===== src/rtl/rv32i_pkg.sv =====
// ---------------------------------------------------------------------------
// rv32i_pkg
// Shared RV32I pipeline types and helpers.
//   control_t      decoded per-instruction control bundle
//   *_DEF          default sizing for the N-wide issue controller
//   stall_value()  cycles a writer's consumers must wait after issue
//   is_mem_op() / is_ctrl_flow()  resource classification helpers
// ---------------------------------------------------------------------------
package rv32i_pkg;

    localparam int unsigned NUM_REGS       = 32;
    localparam int unsigned ISSUE_W_DEF    = 2;
    localparam int unsigned LOAD_STALL_DEF = 1;
    localparam int unsigned ALU_STALL_DEF  = 0;

    typedef struct packed {
        logic reg_write;  // writes rd
        logic mem_read;   // load
        logic mem_write;  // store
        logic branch;     // conditional branch
        logic jump;       // JAL / JALR
        logic lui;        // LUI
        logic auipc;      // AUIPC
        logic system;     // ECALL / EBREAK / CSR
    } control_t;

    // Loads carry the load-use delay; every other register writer carries the
    // ALU delay. Non-writers never occupy a scoreboard entry.
    function automatic int unsigned stall_value(control_t c,
                                                int unsigned load_stall,
                                                int unsigned alu_stall);
        if (c.mem_read)  return load_stall;
        if (c.reg_write) return alu_stall;
        return 0;
    endfunction

    function automatic logic is_mem_op(control_t c);
        return c.mem_read | c.mem_write;
    endfunction

    function automatic logic is_ctrl_flow(control_t c);
        return c.branch | c.jump;
    endfunction

endpackage


===== src/rtl/reg_scoreboard.sv =====
// ---------------------------------------------------------------------------
// reg_scoreboard
// Per-register stall countdowns plus a load flag for the issue controller.
//   clk, rst        clock, asynchronous active-high reset
//   hold            freeze all state this cycle
//   set_en/rd/val/load  SET_PORTS write ports from issued writers
//   busy            per-register (cnt != 0)
//   load_pending    per-register "in-flight writer is a load"
// ---------------------------------------------------------------------------
module reg_scoreboard
    import rv32i_pkg::*;
#(
    parameter int unsigned SET_PORTS = 2,
    parameter int unsigned CNT_W     = 3
) (
    input  logic                            clk,
    input  logic                            rst,
    input  logic                            hold,
    input  logic [SET_PORTS-1:0]            set_en,
    input  logic [SET_PORTS-1:0][4:0]       set_rd,
    input  logic [SET_PORTS-1:0][CNT_W-1:0] set_val,
    input  logic [SET_PORTS-1:0]            set_load,
    output logic [NUM_REGS-1:0]             busy,
    output logic [NUM_REGS-1:0]             load_pending
);

    logic [NUM_REGS-1:0][CNT_W-1:0] cnt;
    logic [NUM_REGS-1:0]            load_flag;

    // NOTE: the scoreboard is a flop array, not a RAM, so every entry is
    // cleared by reset; a stale nonzero count would stall forever.
    // NOTE: state is written with non-blocking assignments so every entry
    // sees the pre-edge value of cnt and the set ports below simply win.
    always_ff @(posedge clk or posedge rst) begin
        if (rst) begin
            cnt       <= '0;
            load_flag <= '0;
        end else if (!hold) begin
            for (int r = 0; r < NUM_REGS; r++) begin
                if (cnt[r] != '0) begin
                    cnt[r] <= cnt[r] - 1'b1;
                    if (cnt[r] == CNT_W'(1)) begin
                        load_flag[r] <= 1'b0;
                    end
                end
            end
            // Later assignments override the decrement of the same entry.
            // Same-group writers to one rd never both issue, so ports never
            // collide.
            for (int p = 0; p < SET_PORTS; p++) begin
                if (set_en[p]) begin
                    cnt[set_rd[p]]       <= set_val[p];
                    load_flag[set_rd[p]] <= set_load[p];
                end
            end
        end
    end

    always_comb begin
        for (int r = 0; r < NUM_REGS; r++) begin
            busy[r] = (cnt[r] != '0);
        end
    end

    assign load_pending = load_flag;

endmodule


===== src/rtl/issue_ctrl_nw.sv =====
// ---------------------------------------------------------------------------
// issue_ctrl_nw
// N-wide in-order issue controller between decode slots and EX lanes.
// Slot 0 is oldest. Produces a prefix-contiguous issue vector.
//   clk, rst            clock, asynchronous active-high reset
//   valid_i, ctrl_i     per-slot valid and decoded control
//   rs1_i, rs2_i, rd_i  per-slot register indices
//   use_rs1_i/use_rs2_i per-slot operand-read flags
//   hold_i              backend frozen: no issue, scoreboard frozen
//   flush_i             redirect: no issue, scoreboard keeps counting
//   issue_o/issue_cnt_o per-slot grant and its popcount
//   stall_if_o          slot 0 valid but blocked by a hazard
//   busy_o              per-register scoreboard busy
//   stall_cycles_o      saturating count of stall_if_o cycles
// ---------------------------------------------------------------------------
module issue_ctrl_nw
    import rv32i_pkg::*;
#(
    parameter int unsigned ISSUE_W    = ISSUE_W_DEF,
    parameter int unsigned MEM_PORTS  = 1,
    parameter int unsigned LOAD_STALL = LOAD_STALL_DEF,
    parameter int unsigned ALU_STALL  = ALU_STALL_DEF,
    parameter int unsigned CNT_W      = 3
) (
    input  logic                           clk,
    input  logic                           rst,
    input  logic [ISSUE_W-1:0]             valid_i,
    input  control_t [ISSUE_W-1:0]         ctrl_i,
    input  logic [ISSUE_W-1:0][4:0]        rs1_i,
    input  logic [ISSUE_W-1:0][4:0]        rs2_i,
    input  logic [ISSUE_W-1:0][4:0]        rd_i,
    input  logic [ISSUE_W-1:0]             use_rs1_i,
    input  logic [ISSUE_W-1:0]             use_rs2_i,
    input  logic                           hold_i,
    input  logic                           flush_i,
    output logic [ISSUE_W-1:0]             issue_o,
    output logic [$clog2(ISSUE_W+1)-1:0]   issue_cnt_o,
    output logic                           stall_if_o,
    output logic [31:0]                    busy_o,
    output logic [31:0]                    stall_cycles_o
);

    localparam int unsigned CW = $clog2(ISSUE_W + 1);

    // Per-slot qualified decode
    logic [ISSUE_W-1:0] rs1_used;
    logic [ISSUE_W-1:0] rs2_used;
    logic [ISSUE_W-1:0] writes;
    logic [ISSUE_W-1:0] mem_op;
    logic [ISSUE_W-1:0] cf_op;
    logic [ISSUE_W-1:0] sys_op;
    logic [ISSUE_W-1:0] lane0_only;

    // Hazard / resource results
    logic [ISSUE_W-1:0] reg_ok;
    logic [ISSUE_W-1:0] res_ok;
    logic [ISSUE_W-1:0] eligible;

    // Scoreboard interface
    logic [NUM_REGS-1:0]          busy;
    logic [ISSUE_W-1:0]           set_en;
    logic [ISSUE_W-1:0][4:0]      set_rd;
    logic [ISSUE_W-1:0][CNT_W-1:0] set_val;
    logic [ISSUE_W-1:0]           set_load;

    always_comb begin
        for (int k = 0; k < ISSUE_W; k++) begin
            rs1_used[k]   = use_rs1_i[k] && (rs1_i[k] != 5'd0);
            rs2_used[k]   = use_rs2_i[k] && (rs2_i[k] != 5'd0);
            writes[k]     = ctrl_i[k].reg_write && (rd_i[k] != 5'd0);
            mem_op[k]     = valid_i[k] && is_mem_op(ctrl_i[k]);
            cf_op[k]      = valid_i[k] && is_ctrl_flow(ctrl_i[k]);
            sys_op[k]     = valid_i[k] && ctrl_i[k].system;
            lane0_only[k] = ctrl_i[k].lui || ctrl_i[k].auipc;
        end
    end

    // Register hazards: against in-flight writers (scoreboard) and against
    // older writers in the same group (no same-cycle forwarding, no WAW).
    // WAR inside a group is harmless because operands are read at issue.
    // NOTE: every always_comb output gets a default before any conditional
    // update, so no path leaves it unassigned and no latch is inferred.
    always_comb begin
        reg_ok = '0;
        for (int k = 0; k < ISSUE_W; k++) begin
            reg_ok[k] = 1'b1;
            if (rs1_used[k] && busy[rs1_i[k]]) reg_ok[k] = 1'b0;
            if (rs2_used[k] && busy[rs2_i[k]]) reg_ok[k] = 1'b0;
            if (writes[k]   && busy[rd_i[k]])  reg_ok[k] = 1'b0;
            for (int j = 0; j < k; j++) begin
                if (writes[j] && rs1_used[k] && (rd_i[j] == rs1_i[k])) reg_ok[k] = 1'b0;
                if (writes[j] && rs2_used[k] && (rd_i[j] == rs2_i[k])) reg_ok[k] = 1'b0;
                if (writes[j] && writes[k]   && (rd_i[j] == rd_i[k]))  reg_ok[k] = 1'b0;
            end
        end
    end

    // Structural limits over the prefix 0..k: memory ports, a single
    // control-flow op, LUI/AUIPC lane restriction, and SYSTEM as a barrier
    // for everything younger.
    always_comb begin
        int unsigned mem_seen;
        int unsigned cf_seen;
        logic        sys_older;
        res_ok    = '0;
        mem_seen  = 0;
        cf_seen   = 0;
        sys_older = 1'b0;
        for (int k = 0; k < ISSUE_W; k++) begin
            mem_seen  = mem_seen + 32'(mem_op[k]);
            cf_seen   = cf_seen + 32'(cf_op[k]);
            res_ok[k] = (mem_seen <= MEM_PORTS) && (cf_seen <= 1) && !sys_older
                        && !((k > 0) && lane0_only[k]);
            sys_older = sys_older || sys_op[k];
        end
    end

    // SYSTEM ops bypass register hazards but still obey structural limits.
    always_comb begin
        for (int k = 0; k < ISSUE_W; k++) begin
            eligible[k] = valid_i[k] && res_ok[k] && (sys_op[k] || reg_ok[k]);
        end
    end

    // Prefix chain: a blocked slot starves every younger slot. Reset also
    // gates the chain so nothing issues in the reset cycle.
    always_comb begin
        logic grant;
        issue_o = '0;
        grant   = !rst && !hold_i && !flush_i;
        for (int k = 0; k < ISSUE_W; k++) begin
            issue_o[k] = grant && eligible[k];
            grant      = issue_o[k];
        end
    end

    always_comb begin
        issue_cnt_o = '0;
        for (int k = 0; k < ISSUE_W; k++) begin
            issue_cnt_o = issue_cnt_o + CW'(issue_o[k]);
        end
    end

    assign stall_if_o = !rst && !hold_i && !flush_i && valid_i[0] && !issue_o[0];

    // Zero-delay writers (stall value 0) never occupy an entry.
    always_comb begin
        for (int k = 0; k < ISSUE_W; k++) begin
            set_en[k]   = issue_o[k] && writes[k]
                          && (stall_value(ctrl_i[k], LOAD_STALL, ALU_STALL) != 0);
            set_rd[k]   = rd_i[k];
            set_val[k]  = CNT_W'(stall_value(ctrl_i[k], LOAD_STALL, ALU_STALL));
            set_load[k] = ctrl_i[k].mem_read;
        end
    end

    reg_scoreboard #(
        .SET_PORTS (ISSUE_W),
        .CNT_W     (CNT_W)
    ) u_scoreboard (
        .clk          (clk),
        .rst          (rst),
        .hold         (hold_i),
        .set_en       (set_en),
        .set_rd       (set_rd),
        .set_val      (set_val),
        .set_load     (set_load),
        .busy         (busy),
        .load_pending ()
    );

    assign busy_o = busy;

    always_ff @(posedge clk or posedge rst) begin
        if (rst) begin
            stall_cycles_o <= '0;
        end else if (stall_if_o && (stall_cycles_o != 32'hFFFF_FFFF)) begin
            stall_cycles_o <= stall_cycles_o + 32'd1;
        end
    end

endmodule


===== config.mk =====
export PLATFORM = sky130hd
export DESIGN_NAME = issue_ctrl_nw
export DESIGN_NICKNAME = d
export VERILOG_FILES = /design/src/rtl/rv32i_pkg.sv /design/src/rtl/reg_scoreboard.sv /design/src/rtl/issue_ctrl_nw.sv
export SDC_FILE = /design/constraint.sdc
export NUM_CORES = 1
export LEC_CHECK = 0
export BUFFER_PORTS_ARGS = -buffer_cell sky130_fd_sc_hd__buf_2
export CAP_MARGIN = 20
export CELL_PAD_IN_SITES_DETAIL_PLACEMENT = 1
export CELL_PAD_IN_SITES_GLOBAL_PLACEMENT = 1
export CORE_MARGIN = 8
export CORE_UTILIZATION = 48
export CTS_CLUSTER_SIZE = 24
export DETAILED_ROUTE_END_ITERATION = 8
export PLACE_DENSITY = 0.86
export SLEW_MARGIN = 10
export SYNTH_ARGS = -nofsm -noshare
export SYNTH_HDL_FRONTEND = slang
export SYNTH_HIERARCHICAL = 1
export SYNTH_SLANG_ARGS = --single-unit

===== constraint.sdc =====
create_clock -name clk -period 4.9 [get_ports clk]
set_clock_uncertainty 0.05 [all_clocks]
set_input_delay 0.98 -clock clk [delete_from_list [all_inputs] [get_ports clk]]
set_output_delay 0.98 -clock clk [all_outputs]
set_load 0.01 [all_outputs]

Yosys cells after proc, flatten, opt, wreduce, memory -nomap -nowiden. Cells that the tools add are included.

Add/sub/neg operators: 36. Multipliers: 0. Divide/modulo/power cells: 0. Order comparisons: 12. Equality and inequality tests: 4. Shift operators: 0. Multiplexer cells: 108. Bitwise gates (word level): 4. Reduce and logical (&&, ||, !) cells: 94.

Operator list (count): 96-bit 2-to-1 mux (3); 3-bit 2-to-1 mux (66); 96-bit bitwise mux (2); 32-bit 2-to-1 mux (6); 3-bit nonzero test (32); 3-bit by 1-bit subtractor with 3-bit output (second input constant) (32); 32-bit nonzero test (2); 1-bit logical AND (45); 5-bit by 6-bit < comparator with 1-bit output (second input constant) (6); 32-bit by 1-bit adder with 32-bit output (second input constant) (1); 32-bit inequality test (second input constant) (1); 1-bit binary-select mux with 5-bit select (6); 3-bit demux with 5-bit select (2); 5-bit nonzero test (6); 1-bit 2-to-1 mux (23); 5-bit == test (3); 5-bit by 1-bit greater-or-equal comparator with 1-bit output (second input constant) (2); 1-bit by 1-bit adder with 2-bit output (3); 1-bit zero test (6); 2-bit by 1-bit less-or-equal comparator with 1-bit output (second input constant) (2); 1-bit OR (4); 1-bit logical OR (3); 1-bit less-or-equal comparator (second input constant) (2).

Flip-flop bits (word level): 128. Bits in latches: 0. Memory bits (writable): 0. ROM bits: 0. Output and inout port bits: 69. Word-level logic and storage cells: 291. Memories kept: 0.

Longest topological paths before layout.
Depth after elaboration: 16. Gate-level depth with buffers: 18. Mapped depth without buffers: 16.

Hierarchy. Netlist, hierarchy kept.

Modules (own cells, without submodules): reg_scoreboard (instances 1, cells each 1233, area each 10453.8 um2, seq. area each 3203.1 um2); issue_ctrl_nw (instances 1, cells each 347, area each 3698.5 um2, seq. area each 800.8 um2).

Worst setup path after synthesis. OpenSTA, ideal clock, no wires.

Path type: input -> register. Start point: in rs1_i[5] (netlist bit). End point: reg u_scoreboard/cnt[9] (netlist bit). Library setup time: 135 ps. Arrival time: 4370 ps. Data required time: 4715 ps. Path slack: 346 ps. Stages: 13. Cells stage by stage: buf_1 > mux4_2 > a2111oi_0 > nor2_1 > a221oi_1 > o211ai_1 > o22ai_1 > and4_1 > or4b_4 > buf_2 > or2_1 > o21ai_1 > o22ai_1.

Word-level cells in the longest chain between the ends: 15.

Ends and longest elaborated chain: from (decl) (RTL line issue_ctrl_nw.sv:29) `input logic [ISSUE_W-1:0][4:0] rs1_i,`; 1-bit binary-select mux with 5-bit select / 5-bit nonzero test (equally long branches) (RTL line issue_ctrl_nw.sv:87, issue_ctrl_nw.sv:68); 1-bit 2-to-1 mux (not written as such) / 1-bit logical AND (equally long branches) (RTL line issue_ctrl_nw.sv:87, issue_ctrl_nw.sv:68); 1-bit logical AND (RTL line issue_ctrl_nw.sv:87) `if (rs1_used[k] && busy[rs1_i[k]]) reg_ok[k] = 1'b0;`; 1-bit 2-to-1 mux (RTL line issue_ctrl_nw.sv:87); 1-bit 2-to-1 mux (RTL line issue_ctrl_nw.sv:88) `if (rs2_used[k] && busy[rs2_i[k]]) reg_ok[k] = 1'b0;`; 1-bit 2-to-1 mux (RTL line issue_ctrl_nw.sv:89) `if (writes[k] && busy[rd_i[k]]) reg_ok[k] = 1'b0;`; 1-bit 2-to-1 mux (*) (RTL line issue_ctrl_nw.sv:91) `if (writes[j] && rs1_used[k] && (rd_i[j] == rs1_i[k])) reg_ok[k] = 1'b0;`; 1-bit 2-to-1 mux (*) (RTL line issue_ctrl_nw.sv:92) `if (writes[j] && rs2_used[k] && (rd_i[j] == rs2_i[k])) reg_ok[k] = 1'b0;`; 1-bit 2-to-1 mux (*) (RTL line issue_ctrl_nw.sv:93) `if (writes[j] && writes[k] && (rd_i[j] == rd_i[k])) reg_ok[k] = 1'b0;`; 1-bit logical OR (*) (RTL line issue_ctrl_nw.sv:121) `eligible[k] = valid_i[k] && res_ok[k] && (sys_op[k] || reg_ok[k]);`; 1-bit logical AND (*) (RTL line issue_ctrl_nw.sv:121); 1-bit logical AND (*) (RTL line issue_ctrl_nw.sv:132) `issue_o[k] = grant && eligible[k];`; 1-bit logical AND (*) (RTL line issue_ctrl_nw.sv:149) `set_en[k] = issue_o[k] && writes[k]`; 1-bit logical AND (*) (RTL line issue_ctrl_nw.sv:150) `&& (stall_value(ctrl_i[k], LOAD_STALL, ALU_STALL) != 0);`; net set_en[1] (RTL line issue_ctrl_nw.sv:61) `logic [ISSUE_W-1:0] set_en;`; 96-bit 2-to-1 mux (*) (RTL line reg_scoreboard.sv:51) `if (set_en[p]) begin`; to (signal, indexed assignment) (RTL line reg_scoreboard.sv:41) `cnt[r] <= cnt[r] - 1'b1;`; to (signal, indexed assignment) (RTL line reg_scoreboard.sv:52) `cnt[set_rd[p]] <= set_val[p];`; to (decl) (RTL line reg_scoreboard.sv:27) `logic [NUM_REGS-1:0][CNT_W-1:0] cnt;`.

Mark *: on every way through the listed nets, which the timed path passes. The rest lies on a longest branch. The select of a mux whose other input is x is not followed. A chain may end at the register's enable or synchronous reset.

Worst setup path in the final report.
Start point: reg u_scoreboard/cnt[57] (netlist bit). End point: reg u_scoreboard/cnt[23] (netlist bit).

Word-level cells in the longest chain between the ends: 16.

Ends and longest elaborated chain: 3-bit nonzero test (*) (RTL line reg_scoreboard.sv:61) `busy[r] = (cnt[r] != '0);`; 1-bit binary-select mux with 5-bit select (RTL line issue_ctrl_nw.sv:87); 1-bit 2-to-1 mux (not written as such) (RTL line issue_ctrl_nw.sv:87); 1-bit logical AND (RTL line issue_ctrl_nw.sv:87); 1-bit 2-to-1 mux (RTL line issue_ctrl_nw.sv:87); 1-bit 2-to-1 mux (RTL line issue_ctrl_nw.sv:88); 1-bit 2-to-1 mux (RTL line issue_ctrl_nw.sv:89); 1-bit 2-to-1 mux (RTL line issue_ctrl_nw.sv:91); 1-bit 2-to-1 mux (RTL line issue_ctrl_nw.sv:92); 1-bit 2-to-1 mux (RTL line issue_ctrl_nw.sv:93); 1-bit logical OR (RTL line issue_ctrl_nw.sv:121); 1-bit logical AND (RTL line issue_ctrl_nw.sv:121); 1-bit logical AND (*) (RTL line issue_ctrl_nw.sv:132); 1-bit logical AND (*) (RTL line issue_ctrl_nw.sv:149); 1-bit logical AND (*) (RTL line issue_ctrl_nw.sv:150); net set_en[1] (RTL line issue_ctrl_nw.sv:61); 96-bit 2-to-1 mux (*) (RTL line reg_scoreboard.sv:51).

Marked as above.

==> key figures <==
Status
  – Status: finished, violations left
  – Failing checks: max-slew violations

Power and ir drop
  – PD cells: 586 nW/µm²
  – Logic pwr share: ~61%
  – Internal power: about 0.0043 W
  – Clock Power Share: 16.7%
  – Total power draw: approximately 0.0079 W
  – Leak: approximately 5.5 nW
  – Sequential power share: 22.7%
  – Switching pwr: between 0.003 and 0.004 W
  – Net Sw Frac: 45.4%
  – Worst VDD drop: ~0.28 mV

Route
  – DRC Markers: 0
  – Routed WL per cell: 28.7 µm
  – Iter 0 DRT Violations: 1767
  – DRT Pass-1 Iters: 5
  – Routed WL: between 50000 and 60000 µm
  – Vias per inst: 7.15
  – ANT nets after route: 0
  – Routed via count: 12600

Final layout
  – Share of cells above drive strength 1: around 22%
  – ANT cells: 0
  – Filler cells: 2823
  – Nets@finish: 1539
  – P&R area growth vs syn: 13.7%

STA
  – Hold Slack: 0.457 ns
  – RSZ-0062 raised after global routing: true
  – Final WS setup: 0.0434 ns
  – Worst slew pin tran: 3.51 ns
  – Final hold vios: 0
  – Fmax: 206 MHz
  – Rel. slew slack: -134%
  – Final Critical Period: 4.86 ns
  – Post-Route Setup TNS: 0 ns
  – Final setup viols: 0
  – Final period utilization: 99.1%
  – Fin. max-slew vios: 33

Floorplan
  – Starting Density: between 40% and 50%
  – FP Rows: 57
  – Total Die Area: ~30000 µm²
  – IO Pins: between 100 and 150
  – Core Region: 24300 µm²
  – Die Y: 173 µm
  – Die Wd: about 170 µm

GRT
  – Vias in the first global route: 13200
  – Largest net degree at the start of global routing: 75
  – Aggregate global routing overflow: 0
  – Initial antenna violation count: 1
  – Global-route wire length before repair: 77800 µm
  – GRT Total Usage: between 30% and 40%

CTS
  – CTS root buffer: clkbuf_16
  – Clk buf depth: 2
  – CTS clk-pin slew, worst paths: 0.07 ns
  – Clock Sinks: 128
  – CTS tree: yes
  – Worst-Skew Late Latency: 0.44 ns
  – TritonCTS Buffers: 17
  – # H-tree levels: 4

Placed design
  – Routability congestion estimate: 0.972
  – IO buf count: 122
  – Dpl ws: 0.00113 ns
  – Final HPWL DP: 32800 µm

Worst setup path
  – Crit Path Category: reg -> reg
  – Worst EP arrival: 5.13 ns
  – CP Capture Type: register
  – CP max FO: 14
  – R2R Setup Slk: 0.04 ns
  – Startpoint type of the worst setup path: register
  – WP data required: 5.17 ns

Logic synthesis
  – Cell Area, Synth: 11900 µm²
  – Avg Cell Area, Syn: 9.00 µm²
  – Synth Warn #: 6
  – Syn Inst Count: between 1000 and 1500

Min path
  – Worst min path class: reg -> reg

Flow run
  – Maxcap violations: 0
## layer usage
metal,GRT usage [%],part of all wire (%),vias up
li1,-,-,5203
met1,39.9,38,6138
met2,49.4,44,967
met3,10.4,12,243
met4,19.2,5.7,0
met5,0,0,-
## placed cells by master, fill, tap and decap left out, types with 5 or more instances in the layout
master     instances
o21ai_0          101
a221o_1            7
inv_6              5
and4b_1            6
o31ai_1           40
clkbuf_16         17
nor2_2             7
mux2i_1           27
nand4b_1           6
dfrtp_1          128
a22o_1            27
nor2b_1           16
nor2_1            53
nor4_1             7
xnor2_1           44
nand3_1           15
a2111oi_0          7
nand2b_2          11
a311oi_1          28
nand2_1           87
buf_4             55
xor2_1            33
nand4bb_1          5
nand4_1           11
nor3_1            11
a22oi_1           32
mux4_2            44
buf_2            122
nor3_2            15
nand2b_1          23
conb_1            13
a221oi_1          34
and4_1             5
mux2_2             6
inv_1             82
a21oi_1           34
ha_1              65
nor3b_1           31
o22ai_1           96
## worst max-delay path, cell delays in order, from the launching register on
cell and delay, ns:
dfrtp_1 0.36, inv_1 0.13, ha_1 0.21, nand2b_1 0.37, mux4_2 0.61, mux4_2 0.51, mux2_2 0.31, nand2_1 0.07
o21ai_0 0.15, o22ai_1 0.23, and4_1 0.33, buf_4 0.26, nand4bb_2 0.32, nor2_1 0.35, a2111oi_0 0.14, a221o_1 0.31
## final timing paths
path	start	cells after the start	endpoint
setup / recovery	u_scoreboard/cnt[57]	15	u_scoreboard/cnt[23]
max in group asynchronous	rst	3	u_scoreboard/cnt[35]
min in group asynchronous	rst	2	u_scoreboard/cnt[17]
setup reg to reg	u_scoreboard/cnt[57]	15	u_scoreboard/cnt[23]
hold / removal	stall_cycles_o[8]	1	stall_cycles_o[8]
hold reg to reg	stall_cycles_o[8]	1	stall_cycles_o[8]
## power by group through the flow
stage	registers (W)	clock network, W	logic, W
global route	0.00184	0.00138	0.00507
finish	0.00180	0.00132	0.00480
detailed placement	0.00178	0	0.00447
floorplan	0.00170	0	0.00314
CTS	0.00178	0.00133	0.00459
global placement	0.00174	0	0.00416
## what timing repair did
action | in CTS | in global routing
hold buffers | 0 | 0
buffers inserted | 0 | 7
endpoints found under the setup margin | 0 | 71
resized for setup | 0 | 21
## area by class of cell
type / count / area [µm²] / share of cell area, %
multi-input cells: 1005 / 7930 / 58.7
flip-flops and latches: 128 / 3200 / 23.7
repair buffers: 179 / 1060 / 7.87
clock buffers: 18 / 429 / 3.18
well taps: 324 / 405 / 3.00
inverters: 87 / 329 / 2.44
clock inverters: 14 / 154 / 1.14
## state kept, by name (all words and copies together), names as in the netlist
signal,flops
stall_cycles_o,32
u_scoreboard/cnt,96
## stage by stage
| stage | utilization, % | cell area, µm² | instances |
|---|---|---|---|
| after floorplan | - | 11900 | 1332 |
| after global placement | 52.7 | 12800 | 1716 |
| after detailed placement | 52.7 | 12800 | 1716 |
| after CTS | 55.1 | 13400 | 1748 |
| after global routing | 55.5 | 13500 | 1755 |
| final | 55.5 | 13500 | 1755 |
Note: power is estimated with default switching activity, not from simulation.
